`config.mk`:
```
export PLATFORM = sky130hd
export DESIGN_NAME = reg_scoreboard
export DESIGN_NICKNAME = d
export VERILOG_FILES = /design/src/rtl/reg_scoreboard.sv
export SDC_FILE = /design/constraint.sdc
export NUM_CORES = 1
export LEC_CHECK = 0
export ABC_AREA = 1
export CORE_ASPECT_RATIO = 0.8
export CORE_MARGIN = 1.5
export CORE_UTILIZATION = 40
export DETAILED_ROUTE_END_ITERATION = 7
export PLACE_DENSITY = 0.57
export RECOVER_POWER = 25
export SYNTH_ARGS = -nofsm -noshare
export SYNTH_HDL_FRONTEND = slang
export SYNTH_SLANG_ARGS = --single-unit
```
`constraint.sdc`:
```
create_clock -name clk -period 11.38 [get_ports clk]
set_clock_uncertainty 0.05 [all_clocks]
set_input_delay 2.276 -clock clk [delete_from_list [all_inputs] [get_ports clk]]
set_output_delay 2.276 -clock clk [all_outputs]
set_load 0.05 [all_outputs]
```
`src/rtl/reg_scoreboard.sv`:
```
// reg_scoreboard
//   Issue-stage scoreboard for a 32x32 register file with r0 hardwired to zero.
//   Each architectural register (except r0) carries an outstanding-write count
//   and a countdown until its newest write becomes forwardable. Issue is held
//   on RAW, WAW-ordering and per-register capacity hazards.
//
// Ports:
//   clk, rst             clock, synchronous active-high reset
//   issue_*              instruction presented by decode
//   wb_valid, wb_addr    writeback retiring one outstanding write
//   flush                discard all in-flight tracking (takes effect next cycle)
//   stall                combinational issue hold
//   issue_fire           issue_valid & !stall
//   busy_mask            registered: bit i set while register i has writes in flight
//   inflight             registered: total outstanding writes
module reg_scoreboard #(
  parameter int NREG = 32,
  parameter int AW   = 5,
  parameter int LW   = 3,
  parameter int OW   = 2
) (
  input  logic            clk,
  input  logic            rst,
  input  logic            issue_valid,
  input  logic [AW-1:0]   issue_rs1,
  input  logic [AW-1:0]   issue_rs2,
  input  logic            issue_use_rs1,
  input  logic            issue_use_rs2,
  input  logic            issue_wen,
  input  logic [AW-1:0]   issue_rd,
  input  logic [LW-1:0]   issue_lat,
  input  logic            wb_valid,
  input  logic [AW-1:0]   wb_addr,
  input  logic            flush,
  output logic            stall,
  output logic            issue_fire,
  output logic [NREG-1:0] busy_mask,
  output logic [5:0]      inflight
);

  // Entry 0 exists only so source/destination addresses can index directly;
  // it is never written and stays zero.
  logic [OW-1:0] oc_q  [NREG];
  logic [OW-1:0] oc_d  [NREG];
  logic [LW-1:0] cnt_q [NREG];
  logic [LW-1:0] cnt_d [NREG];

  logic [NREG-1:0] busy_d;
  logic [5:0]      inflight_d;

  logic raw1, raw2, waw, cap;
  logic iss_hit, wb_hit;

  always_comb begin
    raw1 = issue_use_rs1 && (issue_rs1 != '0) &&
           (oc_q[issue_rs1] != '0) && (cnt_q[issue_rs1] != '0);
    raw2 = issue_use_rs2 && (issue_rs2 != '0) &&
           (oc_q[issue_rs2] != '0) && (cnt_q[issue_rs2] != '0);
    // A new write to rd must not become forwardable before an older one.
    waw  = issue_wen && (issue_rd != '0) &&
           (oc_q[issue_rd] != '0) && (cnt_q[issue_rd] > issue_lat);
    cap  = issue_wen && (issue_rd != '0) && (oc_q[issue_rd] == {OW{1'b1}});
  end

  assign stall      = issue_valid & (raw1 | raw2 | waw | cap);
  assign issue_fire = issue_valid & ~stall;

  always_comb begin
    iss_hit    = 1'b0;
    wb_hit     = 1'b0;
    busy_d     = '0;
    inflight_d = '0;
    for (int i = 0; i < NREG; i++) begin
      oc_d[i]  = '0;
      cnt_d[i] = '0;
    end
    if (!flush) begin
      for (int i = 1; i < NREG; i++) begin
        iss_hit = issue_fire && issue_wen && (issue_rd == AW'(i));
        // Writebacks to idle registers are ignored so the count never wraps.
        wb_hit  = wb_valid && (wb_addr == AW'(i)) && (oc_q[i] != '0);
        if (iss_hit) begin
          oc_d[i]  = wb_hit ? oc_q[i] : oc_q[i] + 1'b1;
          cnt_d[i] = issue_lat;
        end else begin
          oc_d[i] = oc_q[i] - OW'(wb_hit);
          if (oc_d[i] == '0)
            cnt_d[i] = '0;
          else if (cnt_q[i] != '0)
            cnt_d[i] = cnt_q[i] - 1'b1;
          else
            cnt_d[i] = '0;
        end
      end
    end
    for (int i = 1; i < NREG; i++) begin
      busy_d[i]  = (oc_d[i] != '0);
      inflight_d = inflight_d + 6'(oc_d[i]);
    end
  end

  always_ff @(posedge clk) begin
    if (rst) begin
      for (int i = 0; i < NREG; i++) begin
        oc_q[i]  <= '0;
        cnt_q[i] <= '0;
      end
      busy_mask <= '0;
      inflight  <= '0;
    end else begin
      for (int i = 0; i < NREG; i++) begin
        oc_q[i]  <= oc_d[i];
        cnt_q[i] <= cnt_d[i];
      end
      busy_mask <= busy_d;
      inflight  <= inflight_d;
    end
  end

endmodule

```
### After elaboration in Yosys (flattened, before gate mapping)

Memories as Yosys holds them, arrays and structs flattened.
Cells that the tools add are included.

| operators by class | value |
|---|---|
| order comparisons | 1 |
| muxes and demuxes | 224 |
| divide/modulo/power cells | 0 |
| equality and inequality tests | 63 |
| multipliers | 0 |
| $add $sub $neg | 123 |
| shift operators | 0 |
| bitwise gates (word level) | 70 |
| reduce and logical (&&, ||, !) cells | 236 |

Operator list:

| cell | number |
|---|---|
| $mux W3 | 125 |
| $mux W2 | 94 |
| $eq A5 B5 Y1 const B | 32 |
| $add A6 B2 Y6 | 26 |
| $reduce_bool A2 Y1 | 65 |
| $logic_and A1 B1 Y1 | 104 |
| $reduce_bool A3 Y1 | 33 |
| $mux W93 | 1 |
| $sub A3 B1 Y3 const B | 31 |
| $eq A5 B4 Y1 const B | 16 |
| $or A1 B1 Y1 | 67 |
| $add A2 B1 Y2 const B | 31 |
| $logic_not A2 Y1 | 31 |
| $mux W62 | 1 |
| $sub A2 B1 Y2 | 31 |
| $eq A5 B3 Y1 const B | 8 |
| $eq A5 B2 Y1 const B | 4 |
| $reduce_bool A5 Y1 | 3 |
| $eq A5 B1 Y1 const B | 2 |
| $add A5 B2 Y6 | 1 |
| $add A4 B2 Y5 | 1 |
| $add A3 B2 Y4 | 1 |
| $add A2 B2 Y3 | 1 |
| $gt A3 B3 Y1 | 1 |
| other kinds (4) | 7 |

| word-level totals | value |
|---|---|
| bits of input ports | 31 |
| register bits | 38 |
| RAM bits | 160 |
| memories kept | 2 |
| output and inout bits | 40 |
| bits in latches | 0 |
| bits in read-only memories | 0 |

Memories:

| memory | words | width | rd ports | clocked after Yosys merged registers in | write ports | line | text |
|---|---|---|---|---|---|---|---|
| cnt_q | 32 | 3 | 34 | 0 | 32 | 45 | `logic [LW-1:0] cnt_q [NREG];` |
| oc_q | 32 | 2 | 34 | 0 | 32 | 43 | `logic [OW-1:0] oc_q [NREG];` |

### Longest topological paths before layout

Gate-level depths: netlist of the first run.

| depth | value |
|---|---|
| word-level depth | 44 |
| depth in mapped cells | 44 |
| mapped depth without buffers | 41 |

### Worst setup path after synthesis of the first run

Ideal clock, no wire load.

| timing | value |
|---|---|
| kind | input -> register |
| from | input issue_rd[1] |
| to | register inflight[5] |
| data required time | 11.260 ns |
| library setup time | 0.070 ns |
| buffers on the path | 5 |
| stages on the path | 40 |
| path slack | 1.333 ns |
| arrival time | 9.927 ns |
| path through | buf_2 > nand2_1 > clkbuf_1 > buf_1 > o22ai_1 > o21ai_0 > nand4_1 > nand2_1 > nand2_1 > ha_1 > a21oi_1 > o21ai_0 > nand2_1 > nand2_1 > nand2_1 > nand3_2 > nor2_2 > buf_2 > [... 4 more ...] > fa_1 > fa_1 > inv_1 > fa_1 > inv_1 > fa_1 > fa_1 > fa_1 > inv_1 > fa_1 > inv_1 > ha_1 > fa_1 > nand2_1 > nand2_1 > a21oi_1 > o21ai_0 > a21oi_1 |

RTL lines:

| item | line | text |
|---|---|---|
| start, declared | 30 | `input logic [AW-1:0] issue_rd,` |
| end signal, assigned | 116 | `inflight <= inflight_d;` |
| end, declared | 38 | `output logic [5:0] inflight` |

==> out/metrics.yaml, run 1 <==
status:
  status: "complete, no violations"
timing:
  setup-tns-final_ns: 0
  fin_crit_sh: 0.9504
  fin_crit_ns: 10.82
  max_freq_mhz: 92.46
  rsz0062_at_grt: "false"
  worst_slew_pin_slew_ns: 1.454
  slew_headroom: 0.03067
  setup_violations: 0
  slew_violations: 0
  final_hold_viol_count: 0
global_routing:
  grt_first_pass_wirelength_mm: 98.99
  gr-total-overflow: 0
  antenna_found_initial: 1
  track_usage: 0.3436
  grt_pass1_vias: 15409
  grt_max_degree: 83
route:
  wl_per_cell_um: 22.68
  routed_wl_mm: 67.84
  avgViaCountPerCell: 5.696
  via_count: 17038
  drt_first_pass_iters: 8
  drtIter0Drc: 2307
  drcViolationCount: 0
  final_antenna_net_count: 0
yosys:
  synth_area_mm2: 0.01536
  synth.avg_cell_area_um2: 6.352
  synthCells: 2418
  synth.area.top_cells: "dfxtp_1 25%, nand2_1 13%, inv_1 9.3%, nand3_1 9.0%, fa_1 7.4%"
  synth_edf_count: 0
  synth_nets: 2592
  synth_seq_cells: 192
  synth_seq_area_share: 0.2503
  ys_dominant_reg_cell: "dfxtp_1"
  synth.distinct_cells: 37
  synthArstFlopShare: 0
  synth_top_area_share: 0.2503
  yosys.area.top_type: "dfxtp_1"
  ys_warn_count: 0
layout:
  drive_gt1_frac: 0.05156
  finalInstanceArea_mm2: 0.01748
  nFillCells: 3949
  nets: 2664
  area_growth_pct: 13.84
placement:
  portBuffers: 69
  gp_congestion: 1.029
  post-dp-hpwl_mm: 53.16
  dpl_cell_area_mm2: 0.01692
cts:
  cts_max_path_buffers: 2
  clk_pin_slew_ns: 0.07
  cts_tree: "yes"
  clock_latency_ns: 0.48
  cts_root_buffer: "clkbuf_16"
  cts_sinks: 192
  cts-buffers-inserted: 17
  htree_levels: 4
worst_setup_path:
  cpMaxStageDelayCell: "dlygate4sd3_1"
  end_kind: "flop"
  worst_ep_arrival_time_ns: 11.17
  path_buf_inv: 10
  worstSetupPathType: "input port to flop"
  cp_max_fo: 48
  start_kind: "input port"
  max_stage_delay_ns: 0.81
  r2r_slack_ns: 3.20
  crit_family: "adder cells"
  path_common_cell: "nand2_1"
  crit_required_ns: 11.74
floorplan:
  die_w_um: 222.1
  core_area_mm2: 0.03744
  ios: 71
  num_rows: 63
  start_util: 0.4102
  die_area_mm2: 0.03959
  die_height_um: 178.3
power:
  p_leak_nw: 8.606
  irDropWorstVdd_mv: 0.09085
  power_density_mw_per_mm2: 86.53
worst_hold_path:
  hp-class: "flop to flop"
flow_run:
  cap_violations: 0
[flip-flops by register name (all words and copies together) (netlist names)]
name and flops:
cnt_q 93, inflight 6, busy_mask 31, oc_q 62
[per-stage QoR]
| step | cells | setup WS (ns) | utilization | total power [mW] | hold slack (ns) |
|---|---|---|---|---|---|
| final | 2991 | 0.5649 | 0.4670 | 1.513 | 0.4541 |
| after global routing | 2989 | 0.09096 | 0.4668 | 1.555 | 0.4803 |
| after CTS | 2989 | 0.5793 | 0.4673 | 1.514 | 0.4493 |
| after detailed placement | 2958 | 0.1076 | 0.4519 | 0.8831 | 0.4393 |
| after global placement | 2958 | 0.1325 | 0.4519 | 0.8828 | 0.4259 |
| after floorplan | 2418 | 1.333 | - | 0.7895 | 0.4095 |
[logic make-up (layout without fill, tap and decap cells)]
family,count (synthesis),in the layout,share of synthesized area
flops,192,192,0.2503
fa+ha+maj,143,143,0.1444
xor+xnor,33,33,0.01882
compound gates,338,338,0.1157
other cells,1,3,0.0002442
mux,1,1,0.0007331
buf+inv,488,572,0.1228
simple gates,1222,1222,0.3471
[worst paths after layout]
check                                        startpoint  cells past startpoint                       to
worst max-delay path                        issue_rd[0]                     40   inflight[5]$_SDFF_PP0_
worst min-delay path            cnt_q[19][2]$_SDFF_PP0_                      2  cnt_q[19][2]$_SDFF_PP0_
worst max register to register  cnt_q[10][2]$_SDFF_PP0_                     37   inflight[5]$_SDFF_PP0_
worst min register to register  cnt_q[19][2]$_SDFF_PP0_                      2  cnt_q[19][2]$_SDFF_PP0_
[Yosys cell counts (2+ instances only)]
| cell | instances |
|---|---|
| fa_1 | 57 |
| inv_2 | 8 |
| nor2_2 | 5 |
| nor2_1 | 230 |
| o41ai_1 | 2 |
| nand3_1 | 275 |
| buf_4 | 6 |
| buf_1 | 7 |
| a221oi_1 | 2 |
| o21ai_0 | 157 |
| nand3b_1 | 2 |
| nand3_2 | 3 |
| buf_2 | 25 |
| a22o_1 | 3 |
| ha_1 | 86 |
| a21oi_1 | 130 |
| nor3_1 | 32 |
| xor2_1 | 2 |
| nand4_1 | 124 |
| o22ai_1 | 34 |
| dfxtp_1 | 192 |
| clkbuf_1 | 58 |
| clkinv_1 | 2 |
| o21ai_1 | 4 |
| inv_1 | 382 |
| xnor2_1 | 31 |
| nand2_1 | 549 |
[power breakdown]
part	switching [mW]	leakage (nW)	total [mW]	internal (mW)
Sequential	0.00111	1.55	0.674	0.673
Combinational	0.150	6.78	0.199	0.0492
Clock	0.296	0.284	0.639	0.344
Total	0.447	8.61	1.51	1.07
[per-layer routing]
metal  share of wire  wire length [um]  vias to the layer above  GRT usage
met2            0.42             28450                      948     0.5219
met5               0                 0                        -          0
met3            0.11              7683                      137    0.08269
li1                -                 -                     8013          -
met4           0.040              2686                        0     0.1370
met1            0.43             29030                     7940     0.4684
[tightest hold or removal path, delay by kind of cell (launching register included)]
family / cells / cell delay, ns
and+or+nand+nor: 1 / 0.08
AOI/OAI and AO/OA: 1 / 0.06
DFF: 1 / 0.32
[cell usage in the layout, fill, tap and decap left out, types with 4 or more instances in the layout]
master           instances
inv_2                   10
nor2_1                 228
o21ai_1                  4
clkinv_2                 5
clkbuf_1                 5
nor2_2                   6
clkbuf_16               17
buf_4                   74
xnor2_1                 31
buf_12                   5
nand2_1                549
nand3_1                275
inv_1                  382
a21oi_1                130
dfxtp_1                192
o21ai_0                157
clkdlybuf4s50_1         30
o22ai_1                 34
dlygate4sd3_1           38
fa_1                    57
nor3_1                  32
nand4_1                124
ha_1                    86
[layout make-up]
class                   count  area, um^2  area share
diodes                      2       5.005   0.0002862
clock buffers              20       436.7     0.02497
clock inverters            11       140.1    0.008015
inverters                 392        1471     0.08416
multi-input cells        1738        9634      0.5510
flip-flops and latches    192        3844      0.2198
well taps                 487       609.3     0.03485
repair buffers            149        1344     0.07686
[repair_timing]
action | in CTS | in global routing
hold buffers | 0 | 0
endpoints found under the setup margin | 0 | 1
resized for setup | 0 | 1
setup buffers | 0 | 0
No activity file was read; power rests on OpenSTA's default activity.
==> run 2, diff against run 1 <==
REMOVE_ABC_BUFFERS = 1   (was not set)
==> out/metrics.yaml, run 2 (synthesis results as in run 1) <==
power:
  irDropWorstVdd_mv: 0.1040  # +14%
  p_leak_nw: 8.837  # +2.7%
  power_density_mw_per_mm2: 85.63  # -1.0%
worst_hold_path:
  hp-class: "flop to flop"
layout:
  final_common_cell: "nand2_1"
  area_growth_pct: 16.31
  nFillCells: 3916  # -0.84%
  nets: 2714  # +1.9%
  layout_common_cells: "549 x nand2_1, 382 x inv_1, 275 x nand3_1, 229 x nor2_1, 192 x dfxtp_1"
  largest_reg_flops: 93  # unchanged
  drive_gt1_frac: 0.07171  # +0.02015
  multi_input_area_mm2: 0.009648  # +0.14%
  register_area_mm2: 0.003844  # unchanged
  utilization: 0.4771  # +0.01013
  regMostFlops: "cnt_q"
  reg_top3: "cnt_q x93, oc_q x62, busy_mask x31"
timing:
  slew_violations: 0  # unchanged
  rsz0062_at_grt: "false"
  fin_crit_sh: 0.9625  # +0.01213
  fin_crit_ns: 10.95  # +0.1381 ns
  slew_headroom: 0.2547  # +0.2240
  final_hold_viol_count: 0  # unchanged
  worst_slew_pin_slew_ns: 1.114  # -0.3401 ns
  max_freq_mhz: 91.30  # -1.3%
  setup_violations: 0  # unchanged
  timing.hold.ws_ns: 0.4474  # -0.006705 ns
route:
  wl_per_cell_um: 22.88  # +0.86%
  routed_wl_mm: 69.55  # +2.5%
  final_antenna_net_count: 0  # unchanged
  drtIter0Drc: 2145  # -7.0%
  via_count: 17290  # +1.5%
  drt_first_pass_iters: 8  # unchanged
  drcViolationCount: 0  # unchanged
  avgViaCountPerCell: 5.688  # -0.16%
global_routing:
  grt_first_pass_wirelength_mm: 102.3  # +3.3%
  gr-total-overflow: 0  # unchanged
  antenna_found_initial: 0  # -1
  grt_pass1_vias: 15832  # +2.7%
  grt_max_degree: 70  # -16%
  track_usage: 0.3558  # +0.01214
placement:
  post-dp-hpwl_mm: 54.28  # +2.1%
  gp_congestion: 1.037  # +0.83%
  portBuffers: 69  # unchanged
worst_setup_path:
  worstSetupPathType: "input port to flop"
  path_common_cell: "nand2_1"
  worst_ep_arrival_time_ns: 11.32  # +0.15 ns
  cp_max_fo: 26  # -46%
  start_kind: "input port"
  max_stage_delay_ns: 0.78  # -0.03 ns
  cpMaxStageDelayCell: "clkdlybuf4s50_1"
  end_kind: "flop"
  crit_required_ns: 11.74  # about the same
floorplan:
  core_area_mm2: 0.03744  # unchanged
  die_area_mm2: 0.03959  # unchanged
  die_height_um: 178.3  # unchanged
  die_w_um: 222.1  # unchanged
  ios: 71  # unchanged
  num_rows: 63  # unchanged
  start_util: 0.4102  # unchanged
cts:
  cts_tree: "yes"
  clk_pin_slew_ns: 0.08  # about the same
  htree_levels: 4  # unchanged
  cts_sinks: 192  # unchanged
  post_cts_resized: 0  # unchanged
  cts_max_path_buffers: 2  # unchanged
  clock_latency_ns: 0.49  # about the same
  postCtsSetupRepairBufs: 0  # unchanged
  holdBufCountCts: 0  # unchanged
  cts-buffers-inserted: 17  # unchanged
  cts_root_buffer: "clkbuf_16"
status:
  status: "complete, no violations"
flow_run:
  cap_violations: 0  # unchanged
## run 2: cell types whose count changed in the layout (fill, tap and decap cells not counted), sizes merged
cell,delta
buf,+44
clkbuf,+7
clkinvlp,+1
diode,-1
dlygate4sd3,-1
inv,-1
## run 2: critical path: cells and delay by family
| family | cells | cell delay (ns) |
|---|---|---|
| buffers and inverters | 8 | 1.76 |
| adders and majority gates | 10 | 4.59 |
| AOI/OAI and AO/OA | 7 | 1.09 |
| and+or+nand+nor | 14 | 1.57 |
## run 2: layout make-up
| class | instances | area share |
|---|---|---|
| multi-input combinational | 1738 | 0.5401 |
| sequential | 192 | 0.2152 |
| timing repair buffer | 199 | 0.09477 |
| inverter | 392 | 0.08237 |
| tap | 487 | 0.03411 |
| clock buffer | 20 | 0.02557 |
| clock inverter | 11 | 0.007775 |
| antenna | 1 | 0.0001401 |
## run 2: layer usage
metal  vias up  wire length, um  global-route usage
met4         0             2479              0.1256
met3       129             7504             0.08911
met1      8135            30890              0.4940
met2       913            28670              0.5334
li1       8113                -                   -
met5         -                0                   0
## run 2: through the flow
stage	TNS [ns]	instance area, um^2	instances	worst slack (ns)	power, mW
final	0	17860	3040	0.4268	1.530
after global routing	0	17860	3039	0.03832	1.573
after CTS	0	17860	3039	0.5696	1.535
after detailed placement	0	17270	3008	0.05899	0.8914
after global placement	0	17270	3008	0.1221	0.8914
after floorplan	-1.322	14940	2322	-0.5667	0.7668
## run 2: report_power, final
part           switching (mW)  internal [mW]
Clock                   0.293          0.354
Combinational           0.157         0.0516
Sequential            0.00108          0.673
## run 2: worst paths after layout
check | startpoint | endpoint | slack [ns] | depth (start not counted)
hold / removal | cnt_q[15][2]$_SDFF_PP0_ | cnt_q[15][2]$_SDFF_PP0_ | 0.45 | 2
setup reg to reg | cnt_q[1][2]$_SDFF_PP0_ | inflight[5]$_SDFF_PP0_ | 3.10 | 36
hold reg to reg | cnt_q[15][2]$_SDFF_PP0_ | cnt_q[15][2]$_SDFF_PP0_ | 0.45 | 2
setup / recovery | issue_rd[1] | inflight[5]$_SDFF_PP0_ | 0.43 | 39
